[config.mk]
export PLATFORM = sky130hd
export DESIGN_NAME = miner_job_controller_flat
export DESIGN_NICKNAME = d
export VERILOG_FILES = /design/src/rtl/miner_job_if.sv /design/src/rtl/miner_job_controller.sv /design/src/flat_wrapper.sv
export SDC_FILE = /design/constraint.sdc
export NUM_CORES = 2
export LEC_CHECK = 0
export BUFFER_PORTS_ARGS = -buffer_cell sky130_fd_sc_hd__buf_2
export CORE_AREA = 4 4 377 379
export CTS_CLUSTER_DIAMETER = 60
export DETAILED_ROUTE_END_ITERATION = 16
export DIE_AREA = 0 0 381 383
export PLACE_DENSITY_LB_ADDON = 0.1
export SYNTH_ARGS = -nofsm -noshare
export SYNTH_HDL_FRONTEND = slang
export SYNTH_SLANG_ARGS = --single-unit
[constraint.sdc]
create_clock -name clk -period 6.8 [get_ports clk]
set_input_delay 0.68 -clock clk [delete_from_list [all_inputs] [get_ports clk]]
set_output_delay 0.68 -clock clk [all_outputs]
set_load 0.05 [all_outputs]
[src/rtl/miner_job_if.sv]
// Bundle between the miner job controller and its environment: job load stream, core fan-out,
// hit collection, result handshake and status outputs.
interface miner_job_if #(
  parameter int NUM_CORES = 4
);
  localparam int CORE_W = (NUM_CORES > 1) ? $clog2(NUM_CORES) : 1;

  logic                    cfg_valid;
  logic [31:0]             cfg_data;
  logic                    cfg_ready;
  logic                    abort;

  logic                    core_start;
  logic [255:0]            job_digest_init;
  logic [255:0]            job_digest;
  logic [31:0]             job_merkle;
  logic [31:0]             job_time;
  logic [31:0]             job_target;
  logic [32*NUM_CORES-1:0] core_nonce_base;

  logic [NUM_CORES-1:0]    core_valid;
  logic [32*NUM_CORES-1:0] core_nonce;

  logic                    res_valid;
  logic                    res_ready;
  logic [31:0]             res_nonce;
  logic [31:0]             res_time;
  logic [CORE_W-1:0]       res_core;

  logic                    busy;
  logic [7:0]              led;

  modport master (
    output cfg_valid, cfg_data, abort, core_valid, core_nonce, res_ready,
    input  cfg_ready, core_start, job_digest_init, job_digest, job_merkle, job_time,
           job_target, core_nonce_base, res_valid, res_nonce, res_time, res_core, busy, led
  );

  modport slave (
    input  cfg_valid, cfg_data, abort, core_valid, core_nonce, res_ready,
    output cfg_ready, core_start, job_digest_init, job_digest, job_merkle, job_time,
           job_target, core_nonce_base, res_valid, res_nonce, res_time, res_core, busy, led
  );
endinterface

[src/rtl/miner_job_controller.sv]
// SHA-256d job front-end: 20-word job load, per-core nonce fan-out, bounded sweep, round-robin
// hit collection. Optional macro TIME_ROLL_EN: on sweep expiry bump job_time and restart cores.
module miner_job_controller #(
  parameter int NUM_CORES    = 4,
  parameter int SWEEP_CYCLES = 1000000
) (
  input  logic       clk,
  input  logic       rst,
  miner_job_if.slave bus
);
  localparam int                 CORE_W     = (NUM_CORES > 1) ? $clog2(NUM_CORES) : 1;
  localparam int                 SWEEP_W    = $clog2(SWEEP_CYCLES);
  localparam logic [SWEEP_W-1:0] SWEEP_LAST = SWEEP_W'(SWEEP_CYCLES - 1);
  localparam logic [4:0]         LAST_WORD  = 5'd19;

  typedef enum logic [1:0] {
    S_IDLE,
    S_LOAD,
    S_RUN,
    S_EXHAUSTED
  } state_t;

  state_t state, state_next;

  logic [4:0]              word_cnt;
  logic [2:0]              slot;
  logic [SWEEP_W-1:0]      sweep_cnt;
  logic [255:0]            digest_init;
  logic [255:0]            digest;
  logic [31:0]             merkle;
  logic [31:0]             job_time;
  logic [31:0]             target;
  logic [31:0]             nonce;
  logic                    core_start;
  logic [32*NUM_CORES-1:0] nonce_base;

  logic [NUM_CORES-1:0]    pending;
  logic [31:0]             hit_nonce [NUM_CORES];
  logic [31:0]             hit_time  [NUM_CORES];
  logic [CORE_W-1:0]       rr_ptr;
  logic                    res_valid;
  logic [31:0]             res_nonce;
  logic [31:0]             res_time;
  logic [CORE_W-1:0]       res_core;
  logic                    overflow;
  logic [3:0]              hit_cnt;

  logic                    cfg_ready;
  logic                    cfg_fire;
  logic                    job_start;
  logic                    sweep_end;
  logic                    roll;
  logic [NUM_CORES-1:0]    hit_in;
  logic [NUM_CORES-1:0]    granted;
  logic                    arb_en;
  logic                    grant_vld;
  logic                    grant_fire;
  logic [CORE_W-1:0]       grant_idx;
  logic [CORE_W-1:0]       rr_next;
  logic [CORE_W-1:0]       cidx;
  int                      cand;
  logic                    drop;

  function automatic logic [3:0] sat_inc4(input logic [3:0] v);
    return (v == 4'hF) ? v : v + 4'd1;
  endfunction

  // abort outranks every other event, so it is folded into the qualifiers below
  assign cfg_ready = (state != S_RUN);
  assign cfg_fire  = bus.cfg_valid && cfg_ready && !bus.abort;
  assign job_start = cfg_fire && (word_cnt == LAST_WORD);
  assign sweep_end = (state == S_RUN) && (sweep_cnt == SWEEP_LAST) && !bus.abort;
  assign slot      = 3'd7 - word_cnt[2:0];

`ifdef TIME_ROLL_EN
  assign roll = sweep_end;
`else
  assign roll = 1'b0;
`endif

  always_ff @(posedge clk) begin
    if (rst) state <= S_IDLE;
    else     state <= state_next;
  end

  always_comb begin
    state_next = state;
    if (bus.abort) begin
      state_next = S_IDLE;
    end else begin
      case (state)
        S_IDLE, S_EXHAUSTED: if (cfg_fire) state_next = S_LOAD;
        S_LOAD:              if (job_start) state_next = S_RUN;
        S_RUN:               if (sweep_end && !roll) state_next = S_EXHAUSTED;
        default:             state_next = S_IDLE;
      endcase
    end
  end

  // Job load, sweep counter and core start pulse
  always_ff @(posedge clk) begin
    if (rst) begin
      word_cnt    <= '0;
      sweep_cnt   <= '0;
      digest_init <= '0;
      digest      <= '0;
      merkle      <= '0;
      job_time    <= '0;
      target      <= '0;
      nonce       <= '0;
      core_start  <= 1'b0;
    end else begin
      if (bus.abort)     word_cnt <= '0;
      else if (cfg_fire) word_cnt <= job_start ? 5'd0 : word_cnt + 5'd1;

      if (cfg_fire) begin
        if (word_cnt < 5'd8) begin
          digest_init[{slot, 5'b0} +: 32] <= bus.cfg_data;
        end else if (word_cnt < 5'd16) begin
          digest[{slot, 5'b0} +: 32] <= bus.cfg_data;
        end else begin
          case (word_cnt)
            5'd16:   merkle   <= bus.cfg_data;
            5'd17:   job_time <= bus.cfg_data;
            5'd18:   target   <= bus.cfg_data;
            default: nonce    <= bus.cfg_data;
          endcase
        end
      end

      if (roll) job_time <= job_time + 32'd1;

      core_start <= job_start || roll;

      if (bus.abort || job_start || sweep_end) sweep_cnt <= '0;
      else if (state == S_RUN)                 sweep_cnt <= sweep_cnt + SWEEP_W'(1);
    end
  end

  always_comb begin
    nonce_base = '0;
    for (int i = 0; i < NUM_CORES; i++) begin
      nonce_base[32*i +: 32] = nonce + 32'(i);
    end
  end

  // Round-robin search: scanning offsets downwards leaves the nearest pending core at/after rr_ptr
  always_comb begin
    grant_vld = 1'b0;
    grant_idx = '0;
    cand      = 0;
    cidx      = '0;
    for (int k = NUM_CORES - 1; k >= 0; k--) begin
      cand = int'(rr_ptr) + k;
      if (cand >= NUM_CORES) cand = cand - NUM_CORES;
      cidx = CORE_W'(cand);
      if (pending[cidx]) begin
        grant_vld = 1'b1;
        grant_idx = cidx;
      end
    end
  end

  assign arb_en     = !res_valid || bus.res_ready;
  assign grant_fire = arb_en && grant_vld;
  assign rr_next    = (grant_idx == CORE_W'(NUM_CORES - 1)) ? '0 : grant_idx + CORE_W'(1);
  assign hit_in     = (state == S_RUN) ? bus.core_valid : '0;

  always_comb begin
    granted = '0;
    if (grant_fire) granted[grant_idx] = 1'b1;
  end

  // A hit lands only in a free slot or one being granted this cycle; otherwise it is lost
  assign drop = |(hit_in & pending & ~granted);

  always_ff @(posedge clk) begin
    for (int i = 0; i < NUM_CORES; i++) begin
      if (hit_in[i] && (!pending[i] || granted[i])) begin
        hit_nonce[i] <= bus.core_nonce[32*i +: 32];
        hit_time[i]  <= job_time;
      end
    end
  end

  // Result register and hit bookkeeping
  always_ff @(posedge clk) begin
    if (rst) begin
      pending   <= '0;
      rr_ptr    <= '0;
      res_valid <= 1'b0;
      res_nonce <= '0;
      res_time  <= '0;
      res_core  <= '0;
      overflow  <= 1'b0;
      hit_cnt   <= '0;
    end else begin
      pending <= hit_in | (pending & ~granted);

      if (grant_fire) begin
        res_valid <= 1'b1;
        res_nonce <= hit_nonce[grant_idx];
        res_time  <= hit_time[grant_idx];
        res_core  <= grant_idx;
        rr_ptr    <= rr_next;
      end else if (bus.res_ready) begin
        res_valid <= 1'b0;
      end

      if (job_start)       hit_cnt <= '0;
      else if (grant_fire) hit_cnt <= sat_inc4(hit_cnt);

      if (job_start) overflow <= 1'b0;
      else if (drop) overflow <= 1'b1;
    end
  end

  assign bus.cfg_ready       = cfg_ready;
  assign bus.core_start      = core_start;
  assign bus.job_digest_init = digest_init;
  assign bus.job_digest      = digest;
  assign bus.job_merkle      = merkle;
  assign bus.job_time        = job_time;
  assign bus.job_target      = target;
  assign bus.core_nonce_base = nonce_base;
  assign bus.res_valid       = res_valid;
  assign bus.res_nonce       = res_nonce;
  assign bus.res_time        = res_time;
  assign bus.res_core        = res_core;
  assign bus.busy            = (state == S_RUN);
  assign bus.led             = {1'b1, state == S_RUN, state == S_EXHAUSTED, overflow, hit_cnt};
endmodule
[src/flat_wrapper.sv]
// flat-port wrapper written by rule: the top's interface ports become plain ports
module miner_job_controller_flat 
#(
  parameter int NUM_CORES    = 4,
  parameter int SWEEP_CYCLES = 1000000
)
  (clk, rst, bus_cfg_valid, bus_cfg_data, bus_abort, bus_core_valid, bus_core_nonce, bus_res_ready, bus_cfg_ready, bus_core_start, bus_job_digest_init, bus_job_digest, bus_job_merkle, bus_job_time, bus_job_target, bus_core_nonce_base, bus_res_valid, bus_res_nonce, bus_res_time, bus_res_core, bus_busy, bus_led);
  miner_job_if #(.NUM_CORES(NUM_CORES)) bus_i ();
  input  logic clk;
  input  logic rst;
  input wire logic [$bits(bus_i.cfg_valid)-1:0] bus_cfg_valid;
  input wire logic [$bits(bus_i.cfg_data)-1:0] bus_cfg_data;
  input wire logic [$bits(bus_i.abort)-1:0] bus_abort;
  input wire logic [$bits(bus_i.core_valid)-1:0] bus_core_valid;
  input wire logic [$bits(bus_i.core_nonce)-1:0] bus_core_nonce;
  input wire logic [$bits(bus_i.res_ready)-1:0] bus_res_ready;
  output wire logic [$bits(bus_i.cfg_ready)-1:0] bus_cfg_ready;
  output wire logic [$bits(bus_i.core_start)-1:0] bus_core_start;
  output wire logic [$bits(bus_i.job_digest_init)-1:0] bus_job_digest_init;
  output wire logic [$bits(bus_i.job_digest)-1:0] bus_job_digest;
  output wire logic [$bits(bus_i.job_merkle)-1:0] bus_job_merkle;
  output wire logic [$bits(bus_i.job_time)-1:0] bus_job_time;
  output wire logic [$bits(bus_i.job_target)-1:0] bus_job_target;
  output wire logic [$bits(bus_i.core_nonce_base)-1:0] bus_core_nonce_base;
  output wire logic [$bits(bus_i.res_valid)-1:0] bus_res_valid;
  output wire logic [$bits(bus_i.res_nonce)-1:0] bus_res_nonce;
  output wire logic [$bits(bus_i.res_time)-1:0] bus_res_time;
  output wire logic [$bits(bus_i.res_core)-1:0] bus_res_core;
  output wire logic [$bits(bus_i.busy)-1:0] bus_busy;
  output wire logic [$bits(bus_i.led)-1:0] bus_led;
  assign bus_i.cfg_valid = bus_cfg_valid;
  assign bus_i.cfg_data = bus_cfg_data;
  assign bus_i.abort = bus_abort;
  assign bus_i.core_valid = bus_core_valid;
  assign bus_i.core_nonce = bus_core_nonce;
  assign bus_i.res_ready = bus_res_ready;
  assign bus_cfg_ready = bus_i.cfg_ready;
  assign bus_core_start = bus_i.core_start;
  assign bus_job_digest_init = bus_i.job_digest_init;
  assign bus_job_digest = bus_i.job_digest;
  assign bus_job_merkle = bus_i.job_merkle;
  assign bus_job_time = bus_i.job_time;
  assign bus_job_target = bus_i.job_target;
  assign bus_core_nonce_base = bus_i.core_nonce_base;
  assign bus_res_valid = bus_i.res_valid;
  assign bus_res_nonce = bus_i.res_nonce;
  assign bus_res_time = bus_i.res_time;
  assign bus_res_core = bus_i.res_core;
  assign bus_busy = bus_i.busy;
  assign bus_led = bus_i.led;
  miner_job_controller #(.NUM_CORES(NUM_CORES), .SWEEP_CYCLES(SWEEP_CYCLES)) u_core (.clk(clk), .rst(rst), .bus(bus_i));
endmodule
; ---- Yosys cells after proc, flatten, opt, wreduce, memory -nomap -nowiden
; Memory sizes are Yosys's and may differ from the RTL's. A register that Yosys moved wholly into a read port is not among the register bits.
; Index checks and enable logic that the tools add are counted.
[totals]
ramBits = 256
out_inout_bits = 814
register_bits = 682
mem_count = 2
word_cells = 153
input_bits = 169
[mem_list]
columns = name, depth, word_bits, rd, rd_ports_with_merged_regs, write_ports, line_no
row1 = u_core.hit_nonce, 4, 32, 1, 1, 4, miner_job_controller.sv:38  ; logic [31:0] hit_nonce [NUM_CORES];
row2 = u_core.hit_time, 4, 32, 1, 1, 4, miner_job_controller.sv:39  ; logic [31:0] hit_time [NUM_CORES];
[op_classes]
n_reduce_logical = 40
n_mux = 42
n_lt_le_gt_ge = 12
n_shift = 2
n_bitwise = 9
n_addsub = 16
n_eq_ne = 14
[ops]
columns = cell, count
row1 = bitwise mux 256 bit, 2
row2 = variable shift 32 x 10 -> 256 bit (first input constant), 1
row3 = indexed part select 32 x 10 -> 256 bit, 1
row4 = adder 32 x 2 -> 32 bit (second input constant), 2
row5 = adder 32 x 1 -> 32 bit (second input constant), 1
row6 = two-way mux 2 bit, 12
row7 = adder 20 x 1 -> 20 bit (second input constant), 1
row8 = == test 20 bit (second input constant), 1
row9 = == test 5 bit (second input constant), 4
row10 = two-way mux 1 bit, 19
row11 = AND reduction 4 bit, 4
row12 = < comparator 2 x 3 -> 1 bit (second input constant), 5
row13 = bitwise AND 4 bit, 3
row14 = logical AND 1 bit, 11
row15 = negation 8 -> 10 bit, 1
row16 = >= comparator 3 bit (second input constant), 3
row17 = binary-select mux 1 bit (select 2 bit), 4
row18 = two-way mux 4 bit, 2
row19 = OR reduction 2 bit, 4
row20 = subtractor 2 x 1 -> 2 bit (second input constant), 4
row21 = logical OR 1 bit, 7
row22 = adder 2 x 2 -> 3 bit (second input constant), 2
row23 = == test 2 bit (second input constant), 3
row24 = zero test 1 bit, 6
row25 = other kinds (25), 32

; ---- Longest topological paths before layout
[depth]
ltp_word = 18
depth_mapped = 11
depth_no_buf = 9

; ---- Worst setup path before layout
; No wires, ideal clock.
[synth_path]
path_type = input -> register
start = in bus_res_ready
end = mem u_core.hit_nonce[3][0], enable pin
n_path_buf = 0
setup_ns = 0.494
slack_ns = 1.976
cell_stages = 5
required_time_ns = 6.306
arrival_time_ns = 4.330
path_cell_list = nand2b_1 > and2_1 > o21ai_0 > o21ai_0 > nor2b_1
[synth_lines]
columns = item, line_no
row1 = "start, declared", flat_wrapper.sv:16  ; input wire logic [$bits(bus_i.res_ready)-1:0] bus_res_ready;
row2 = "end, declared", miner_job_controller.sv:38

; ---- Final worst setup path
[layout_path]
start = reg u_core.nonce[0]
end = out bus_core_nonce_base[124]
[layout_between]
elab_chain_len = 1
[layout_lines]
columns = item, line_no
row1 = "start, declared", miner_job_controller.sv:33  ; logic [31:0] nonce;
row2 = "start signal, assigned", miner_job_controller.sv:126  ; default: nonce <= bus.cfg_data;
row3 = adder 32 x 2 -> 32 bit, miner_job_controller.sv:143  ; nonce_base[32*i +: 32] = nonce + 32'(i);
row4 = "end, declared", flat_wrapper.sv:24  ; output wire logic [$bits(bus_i.core_nonce_base)-1:0] bus_core_nonce_base;
; Every way passes these cells.

==> impl_metrics.tcl <==
set metrics [dict create \
    status "finished, final reports clean" \
    nFillCells 14377 \
    fmax_ghz 0.236 \
    tightest_slew_ns 1.09 \
    ant_nets 0 \
    hold_class "input port to flop" \
    irDropWorstVdd_mv 0.220 \
    die_w_um 381 \
    numCtsBuffers 120 \
    final_max_slew_viol_count 0 \
    cp.depth 6 \
    synth_area_leader_cell "dfxtp_1" \
    boundaryPins 983 \
    syn_nets 4290 \
    netlist_top_cells_count "nand2_1 (890), dfxtp_1 (746), a21oi_1 (623)" \
    r2r_slack_ns 3.03 \
    routedWlPerCell_um 25.1 \
    antenna_found_initial 7 \
    setup.worst_path.start "u_core.nonce[0]$_SDFFE_PP0P_" \
    final_nets 5073 \
    clock_sinks 1002 \
    die_area_sq_um 146000 \
    crit_family "simple AND/OR/NAND/NOR gates" \
    area_growth_pct 27.0 \
    r2r_end "u_core.hit_time[3][12]$_DFFE_PP_" \
    synth_area_sq_um 38100 \
    p_per_area_nw_per_um2 277 \
    rows 137 \
    synthCells 4104 \
    grt_pass1_wl_mm 237 \
    grt.overflow.total 0 \
    gp_congestion 0.882 \
    ys_types 55 \
    period_share 0.622 \
    core_sq_um 139000 \
    clk_latency_ns 0.72 \
    path_cells "inv_1 > ha_1 > nor4_1 > nand2_1 > xnor2_1 > buf_2" \
    async_flop_share 0 \
    hold_buffers 0 \
    post-route-drc-count 0 \
    slew_headroom 0.273 \
    critPathKind "flop to output port" \
    grt_pass1_vias 30706 \
    clkTransAtPathRegs_ns 0.06 \
    slowest_delay_ns 0.89 \
    start_kind "flop" \
    cts_setup_buffers 0 \
    synth_top_flop_cell "dfxtp_1" \
    fin_tns_setup_ns 0 \
    regArea_sq_um 22600 \
    crit_end "bus_core_nonce_base[124]" \
    arrival_ns 3.55 \
    power_mw 13.4 \
    yosys_warnings 0 \
    io_buffers 981 \
    drt_iter0_markers 2407 \
    clock_path_buffers 3 \
    first_pass_iters 5 \
    synthTopCellsByArea "dfxtp_1 (39%), edfxtp_1 (20%), nand2_1 (8.8%)" \
    grt_max_degree 214 \
    critPathBufInv 2 \
    h-tree-depth 3 \
    num_vias 32390 \
    crit_slowest_cell "nor4_1" \
    cp_max_fo 14 \
    leakagePower_nw 20.3 \
    ys_ff_latch 1002 \
    cts_tree "done" \
    yosysTopAreaCellShare 0.392 \
    utilization 0.349 \
    hold_viol_final 0 \
    die_height_um 383 \
    vias_per_cell 4.76 \
    max_cap_viol_count 0 \
    required_ns 6.12 \
    yosysMostFrequentCell "nand2_1" \
    syn_avg_cell_area_sq_um 9.28 \
    synth-edff-count 256 \
    grt_usage 0.222 \
    finalCriticalPeriod_ns 4.23 \
    start_util 0.274 \
    drive_gt1_frac 0.255 \
    post-dp-hpwl_mm 111 \
    crit-reg2reg-launch "u_core.pending[0]$_SDFF_PP0_" \
    endpoint_kind "output port" \
    finalWirelength_mm 171 \
    cts_root_buf "clkbuf_16" \
    synth-seq-area-share 0.594 \
    finalSetupViolCount 0 \
    worst_clock_skew_ns 0.0421 \
    reg2regPathDepth 6 \
    multi_input_area_sq_um 13800 \
    cts.repair.resized 0 \
    rsz0062_at_grt "no" \
]
where the power goes:
group          switching [mW]  total, mW  internal [mW]
clock                    2.73       6.76           4.03
combinational           0.407      0.495         0.0879
sequential             0.0121       6.13           6.12
total                    3.15       13.4           10.2
final cells by class:
class,instances,area share
antenna,1,0.0000517
clock buffer,176,0.0732
clock inverter,54,0.0142
inverter,15,0.00116
multi-input combinational,2709,0.286
sequential,1002,0.467
tap,1807,0.0467
timing repair buffer,1039,0.111
registers in the layout, summed over array words and instances, names as in the netlist, 2 cells and up:
signal	flops
u_core.hit_nonce	128
u_core.nonce	32
u_core.hit_time	128
u_core.rr_ptr	2
u_core.bus.res_core	2
u_core.bus.job_digest	256
u_core.hit_cnt	4
u_core.pending	4
u_core.bus.res_nonce	32
u_core.sweep_cnt	20
u_core.bus.job_time	32
u_core.bus.job_merkle	32
u_core.word_cnt	5
u_core.state	2
u_core.bus.job_target	32
u_core.bus.res_time	32
u_core.bus.job_digest_init	256
worst min-delay path by stage:
stage,startpoint,to,depth (start not counted)
3_5_place_dp,u_core.bus.res_time[12]$_SDFFE_PP0P_,u_core.bus.res_time[12]$_SDFFE_PP0P_,2
4_1_cts,bus_core_nonce[13],u_core.hit_nonce[0][13]$_DFFE_PP_,1
5_1_grt,bus_core_nonce[122],u_core.hit_nonce[3][26]$_DFFE_PP_,1
2_1_floorplan,u_core.rr_ptr[1]$_SDFFE_PP0P_,u_core.rr_ptr[1]$_SDFFE_PP0P_,2
6_report,bus_core_nonce[119],u_core.hit_nonce[3][23]$_DFFE_PP_,1
3_3_place_gp,u_core.bus.job_digest_init[58]$_SDFFE_PP0P_,u_core.bus.job_digest_init[58]$_SDFFE_PP0P_,2
layer usage:
layer	track usage	vias to the layer above	routed length, um
met5	0	-	30
met4	0.0654	4	4520
met3	0.0748	206	15200
met2	0.360	1147	79900
met1	0.280	15641	71200
li1	-	15392	-
cell families after synthesis:
| kind of cell | share of synthesized area |
|---|---|
| AO/OA/AOI/OAI | 0.101 |
| XOR/XNOR | 0.0255 |
| multiplexers | 0.0431 |
| flip-flops | 0.594 |
| buffers and inverters | 0.0458 |
| adder cells (fa/ha/maj) | 0.00558 |
| other | 0.0000984 |
| AND/OR/NAND/NOR | 0.185 |
stage by stage:
| step | cells | area, sq um | hold WS [ns] | setup slack (ns) |
|---|---|---|---|---|
| 2_1_floorplan | 4104 | 38100 | 0.467 | 1.98 |
| 6_report | 6803 | 48400 | 0.136 | 2.57 |
| 3_5_place_dp | 6572 | 44200 | 0.442 | 2.93 |
| 3_3_place_gp | 6572 | 44200 | 0.439 | 2.97 |
| 4_1_cts | 6802 | 48400 | 0.0407 | 2.57 |
| 5_1_grt | 6802 | 48400 | 0.0633 | 2.45 |
cell usage in the layout, fill, tap and decap left out, types with 24 or more instances in the layout:
cell type,synthesis,routed
nand3_1,222,222
clkbuf_8,0,31
clkbuf_16,0,121
o221ai_1,64,64
edfxtp_1,256,256
dfxtp_1,746,746
nor2_1,481,477
mux2i_1,164,164
buf_2,79,980
buf_4,19,55
nand2_1,890,888
xor2_1,41,41
a21oi_1,623,623
clkbuf_1,249,24
xnor2_1,70,70
Power figures use the tool's default switching activity.
